## config.mk

```make
export PLATFORM = sky130hd
export DESIGN_NAME = bit_serial_gate_seq
export DESIGN_NICKNAME = d
export VERILOG_FILES = /design/src/rtl/bit_serial_gate_seq.sv
export SDC_FILE = /design/constraint.sdc
export NUM_CORES = 1
export LEC_CHECK = 0
export CORE_UTILIZATION = 55
export CTS_CLUSTER_DIAMETER = 120
export DETAILED_ROUTE_END_ITERATION = 16
export GPL_TIMING_DRIVEN = 0
export PLACE_DENSITY_LB_ADDON = 0.15
export SLEW_MARGIN = 20
export SYNTH_ARGS = -nofsm -noshare
export SYNTH_HDL_FRONTEND = slang
export SYNTH_SLANG_ARGS = --single-unit
```

## constraint.sdc

```tcl
create_clock -name clk -period 2.7 [get_ports clk]
set_input_delay 0.54 -clock clk [delete_from_list [all_inputs] [get_ports clk]]
set_output_delay 0.54 -clock clk [all_outputs]
set_load 0.05 [all_outputs]
```

## src/rtl/bit_serial_gate_seq.sv

```systemverilog
// rtl/bit_serial_gate_seq.sv - bit-serial sequencer time-sharing one 1-bit gate across a WIDTH-bit word
module bit_serial_gate_seq #(
  parameter int WIDTH = 16
) (
  input  logic             clk,
  input  logic             reset,
  input  logic             inValid,
  output logic             inReady,
  input  logic [WIDTH-1:0] inA,
  input  logic [WIDTH-1:0] inB,
  input  logic [1:0]       op,
  output logic [WIDTH-1:0] out,
  output logic             outValid,
  input  logic             outReady,
  output logic             busy
);

  localparam int CW = (WIDTH > 1) ? $clog2(WIDTH) : 1;

  typedef enum logic [1:0] {
    S_IDLE = 2'd0,
    S_RUN  = 2'd1,
    S_DONE = 2'd2
  } state_t;

  state_t           r_state;
  state_t           w_next;
  logic [CW-1:0]    r_cnt;
  logic [WIDTH-1:0] r_a;
  logic [WIDTH-1:0] r_b;
  logic [1:0]       r_op;
  logic [WIDTH-1:0] r_out;
  logic             w_bit;
  logic             w_last;

  // Operands shift right each RUN cycle, so the current bit is always at position 0.
  assign w_last = (r_cnt == CW'(WIDTH - 1));
  assign out    = r_out;

  // State register; reset aborts any operation in flight.
  always_ff @(posedge clk or posedge reset) begin
    if (reset) begin
      r_state <= S_IDLE;
    end else begin
      r_state <= w_next;
    end
  end

  // Next-state decode: a result drain always returns to IDLE before a new accept.
  always_comb begin
    w_next = r_state;
    case (r_state)
      S_IDLE:  if (inValid)  w_next = S_RUN;
      S_RUN:   if (w_last)   w_next = S_DONE;
      S_DONE:  if (outReady) w_next = S_IDLE;
      default: w_next = S_IDLE;
    endcase
  end

  // Handshake and status outputs decoded from registered state only.
  always_comb begin
    inReady  = (r_state == S_IDLE);
    outValid = (r_state == S_DONE);
    busy     = (r_state == S_RUN) || (r_state == S_DONE);
  end

  // The shared single-bit gate applied to the current operand bits.
  always_comb begin
    w_bit = 1'b0;
    case (r_op)
      2'd0:    w_bit = r_a[0] & r_b[0];
      2'd1:    w_bit = r_a[0] | r_b[0];
      2'd2:    w_bit = r_a[0] ^ r_b[0];
      default: w_bit = ~(r_a[0] & r_b[0]);
    endcase
  end

  // Datapath: capture on accept, then one result bit per RUN cycle, LSB first.
  always_ff @(posedge clk or posedge reset) begin
    if (reset) begin
      r_cnt <= '0;
      r_a   <= '0;
      r_b   <= '0;
      r_op  <= 2'd0;
      r_out <= '0;
    end else if (r_state == S_IDLE && inValid) begin
      r_a   <= inA;
      r_b   <= inB;
      r_op  <= op;
      r_out <= '0;
      r_cnt <= '0;
    end else if (r_state == S_RUN) begin
      for (int i = 0; i < WIDTH; i++) begin
        if (r_cnt == CW'(i)) r_out[i] <= w_bit;
      end
      r_a <= r_a >> 1;
      r_b <= r_b >> 1;
      if (!w_last) r_cnt <= r_cnt + CW'(1);
    end
  end

endmodule

```

==> results of run 1 <==
[worst max-delay path, cell delays in order (launching register included)]
cell and delay, ns:
dfrtp_1 0.39, inv_1 0.14, ha_1 0.24, clkdlybuf4s50_1 0.82
[layer usage]
layer  vias up  wire length, um  global-route usage [%]
met4         0               48                    5.88
li1       1065                -                       -
met1      1001             2600                    32.7
met5         -                0                       0
met2        49             2530                    38.1
met3         6              216                    3.73
[cell type report]
cell class                 count  area share [%]
clock buffer                   5            1.99
buffer                        19            3.40
sequential                    56            40.5
multi-input combinational    190            34.3
inverter                      10            1.16
timing repair buffer          56            16.2
tap                           67            2.42
[kinds of logic (layout without fill, tap and decap cells)]
| kind of cell | count (synthesis) | after routing | synth area share, % |
|---|---|---|---|
| DFF | 56 | 56 | 51.1 |
| buffers and inverters | 29 | 90 | 5.66 |
| adders and majority gates | 11 | 11 | 5.02 |
| and+or+nand+nor | 93 | 93 | 15.6 |
| muxes | 31 | 31 | 11.3 |
| AOI/OAI and AO/OA | 53 | 53 | 10.6 |
| xor gates and xnor gates | 2 | 2 | 0.639 |
[cell usage in the layout, fill, tap and decap left out, drive strengths merged]
cell type | netlist | final
xnor2 | 1 | 1
o21ai | 49 | 49
nand4 | 4 | 4
mux2i | 31 | 31
nor2b | 2 | 2
inv | 10 | 10
a222oi | 1 | 1
dfrtp | 56 | 56
nand3b | 2 | 2
ha | 11 | 11
nand3 | 31 | 31
and3 | 1 | 1
a21oi | 2 | 2
xor2 | 1 | 1
a2bb2oi | 1 | 1
nor2 | 5 | 5
buf | 13 | 13
nand2 | 47 | 47
clkbuf | 6 | 11
clkdlybuf4s50 | 0 | 56
and2 | 1 | 1
[sequential cells by signal, summed over array words and instances (netlist names)]
| register | count |
|---|---|
| r_op | 2 |
| r_a | 16 |
| r_state | 2 |
| r_cnt | 4 |
| r_b | 16 |
| out | 16 |
[worst min-delay path by stage]
stage / start / to
final: out[12]$_DFFE_PP0P_ / out[12]$_DFFE_PP0P_
after global placement: out[12]$_DFFE_PP0P_ / out[12]$_DFFE_PP0P_
after global routing: out[15]$_DFFE_PP0P_ / out[15]$_DFFE_PP0P_
after CTS: out[12]$_DFFE_PP0P_ / out[12]$_DFFE_PP0P_
after floorplan: r_a[15]$_DFFE_PP0P_ / r_a[15]$_DFFE_PP0P_
after detailed placement: out[12]$_DFFE_PP0P_ / out[12]$_DFFE_PP0P_
[metrics by stage]
stage / setup TNS (ns) / hold WS, ns / setup WS [ns]
after global placement: -13.10 / 0.480 / -0.237
after global routing: 0 / 0.542 / 0.192
final: 0 / 0.508 / 0.273
after floorplan: 0 / 0.479 / 0.789
after detailed placement: 0 / 0.492 / 0.605
after CTS: 0 / 0.512 / 0.256
[report_power, final]
group          switching, mW  internal (mW)
clock network          0.241          0.168
logic                  0.967          0.696
registers              0.180           1.14
==> key figures, run 1 <==
Critical path
  – Worst Setup End Kind: output pin
  – Setup crit start: r_state[1]$_DFFE_PP0P_
  – Cell depth of the worst flop-to-flop path: 7
  – Worst-path fanout max: 5
  – CP Class: flop to output pin
  – FF-to-FF Start: r_state[1]$_DFFE_PP0P_
  – CP arrival: about 1.9 ns
  – Worst EP required: around 2.2 ns
  – Reg2reg end: out[6]$_DFFE_PP0P_
  – Setup crit start kind: flop
  – R2R Setup Slk: ~1.0 ns
  – Setup crit end: inReady

Finish
  – Nets: slightly below 400
  – Antenna Cells: 0
  – Area of the multi-input gates: 1180 um^2
  – Share of layout cells above drive strength 1: 6.85%
  – Sequential Area: roughly 1400 um^2
  – Final Core Density: 72.7%
  – # fillers: 381
  – Final instance area: roughly 3500 um^2
  – Final Non-Filler Cells: just over 400
  – Layout area overhead: 26.1%

Placed design
  – GPL Wtd Cong: 0.753
  – Inst Count DP: about 400
  – Placed cell area: about 3400 um^2
  – IO buf count: 56
  – Dpl hpwl: about 3800 um

Routing
  – Pre-Repair DR Iteration Count: 4
  – WL final: 5400 um
  – DR iter-0 viols: about 180
  – Routed vias: around 2100
  – Routed Antenna Nets: 0
  – WL per Instance: between 10 and 15 um
  – Vias/cell: about 5.3
  – Drt drc: 0

Global routing
  – Total track usage: 23.3%
  – First-pass GRT wire length: 9540 um
  – Largest net degree at the start of global routing: between 50 and 60
  – Initial antenna violation count: 0
  – Number of global-route vias before repair: 2110
  – GRT overflow: 0

Floorplanning
  – Die Outline Area: between 5000 and 6000 um^2
  – Initial Utilization: between 50% and 60%
  – Vert. Die Dim: a little over 70 um
  – Ports: 57
  – Die X: between 70 and 80 um
  – Row count: 25
  – Core Footprint: between 4000 and 5000 um^2

Clocking
  – Skew-Pair Late Insertion Delay: around 0.3 ns
  – Deepest clock path buffer count: 2
  – Clock-pin slew on the worst setup and hold paths: roughly 0.09 ns
  – Post_cts resized: 0
  – Hold_buf cts: 0
  – Total CTS buffers: 5
  – CTS tree: yes
  – CTS root buf: clkbuf_8
  – Clock sink count: between 50 and 60
  – Post-CTS Setup Bufs: 0
  – H-tree depth: 2

Timing
  – Endpoints failing setup: 0
  – RSZ-0062 raised after global routing: no
  – Worst slew pin tran: roughly 0.68 ns
  – Rel. slew slack: between 50% and 60%
  – Post-route clock skew: ~0.0036 ns
  – Tcrit/Tclk final: between 80 and 90%
  – Pins Over Slew Limit: 0
  – FMAX: approximately 410 MHz
  – Hold Vio Cnt, Final: 0
  – Crit path time final: 2.43 ns

Job
  – Max cap viols: 0

Power and ir drop
  – Total power: ~3.4 mW
  – VDD IR-drop max: about 0.66 mV
  – PD cells: 982 nW/um^2
  – Leak: about 1.5 nW

Synth
  – Post-synthesis instance area: between 2000 and 3000 um^2
  – Syn Area/Cell: roughly 10 um^2
  – FFs w/ async S/R, synth: between 90% and 100%
  – Post-Syn Instances: around 280
  – Main synth FF type: dfrtp_1
  – Count leader, synth: dfrtp_1
  – Syn nets: roughly 320
  – Netlist cell types: 26
  – Synth top area cells: dfrtp_1, mux2i_1, o21ai_0, nand2_1, nand3_1
  – Top cell type by total area after synthesis: dfrtp_1
  – Top-area cell type share of the netlist area: 51.1%
  – Total of warnings raised by yosys: 0
  – #FFs+latches synth: 56
  – Register area share after synthesis: between 50% and 60%
  – Number of flops mapped to enable cells by yosys: 0
  – Top cells by count, synth: dfrtp_1, nand2_1, o21ai_0

Status
  – Status: finished, final reports clean

Worst hold path
  – WHS Path Cells: 2
  – Hold crit path type: flop to flop
No activity file was read; power rests on OpenSTA's default activity.
==> run 2: changes to the inputs <==
--- a/config.mk
+++ b/config.mk
@@ -10,6 +10,7 @@
 export DETAILED_ROUTE_END_ITERATION = 16
 export GPL_TIMING_DRIVEN = 0
 export PLACE_DENSITY_LB_ADDON = 0.15
+export SKIP_CTS_REPAIR_TIMING = 1
 export SLEW_MARGIN = 20
 export SYNTH_ARGS = -nofsm -noshare
 export SYNTH_HDL_FRONTEND = slang
==> results of run 2 <==
The final DEF is identical to that of run 1; final timing and power are the same.
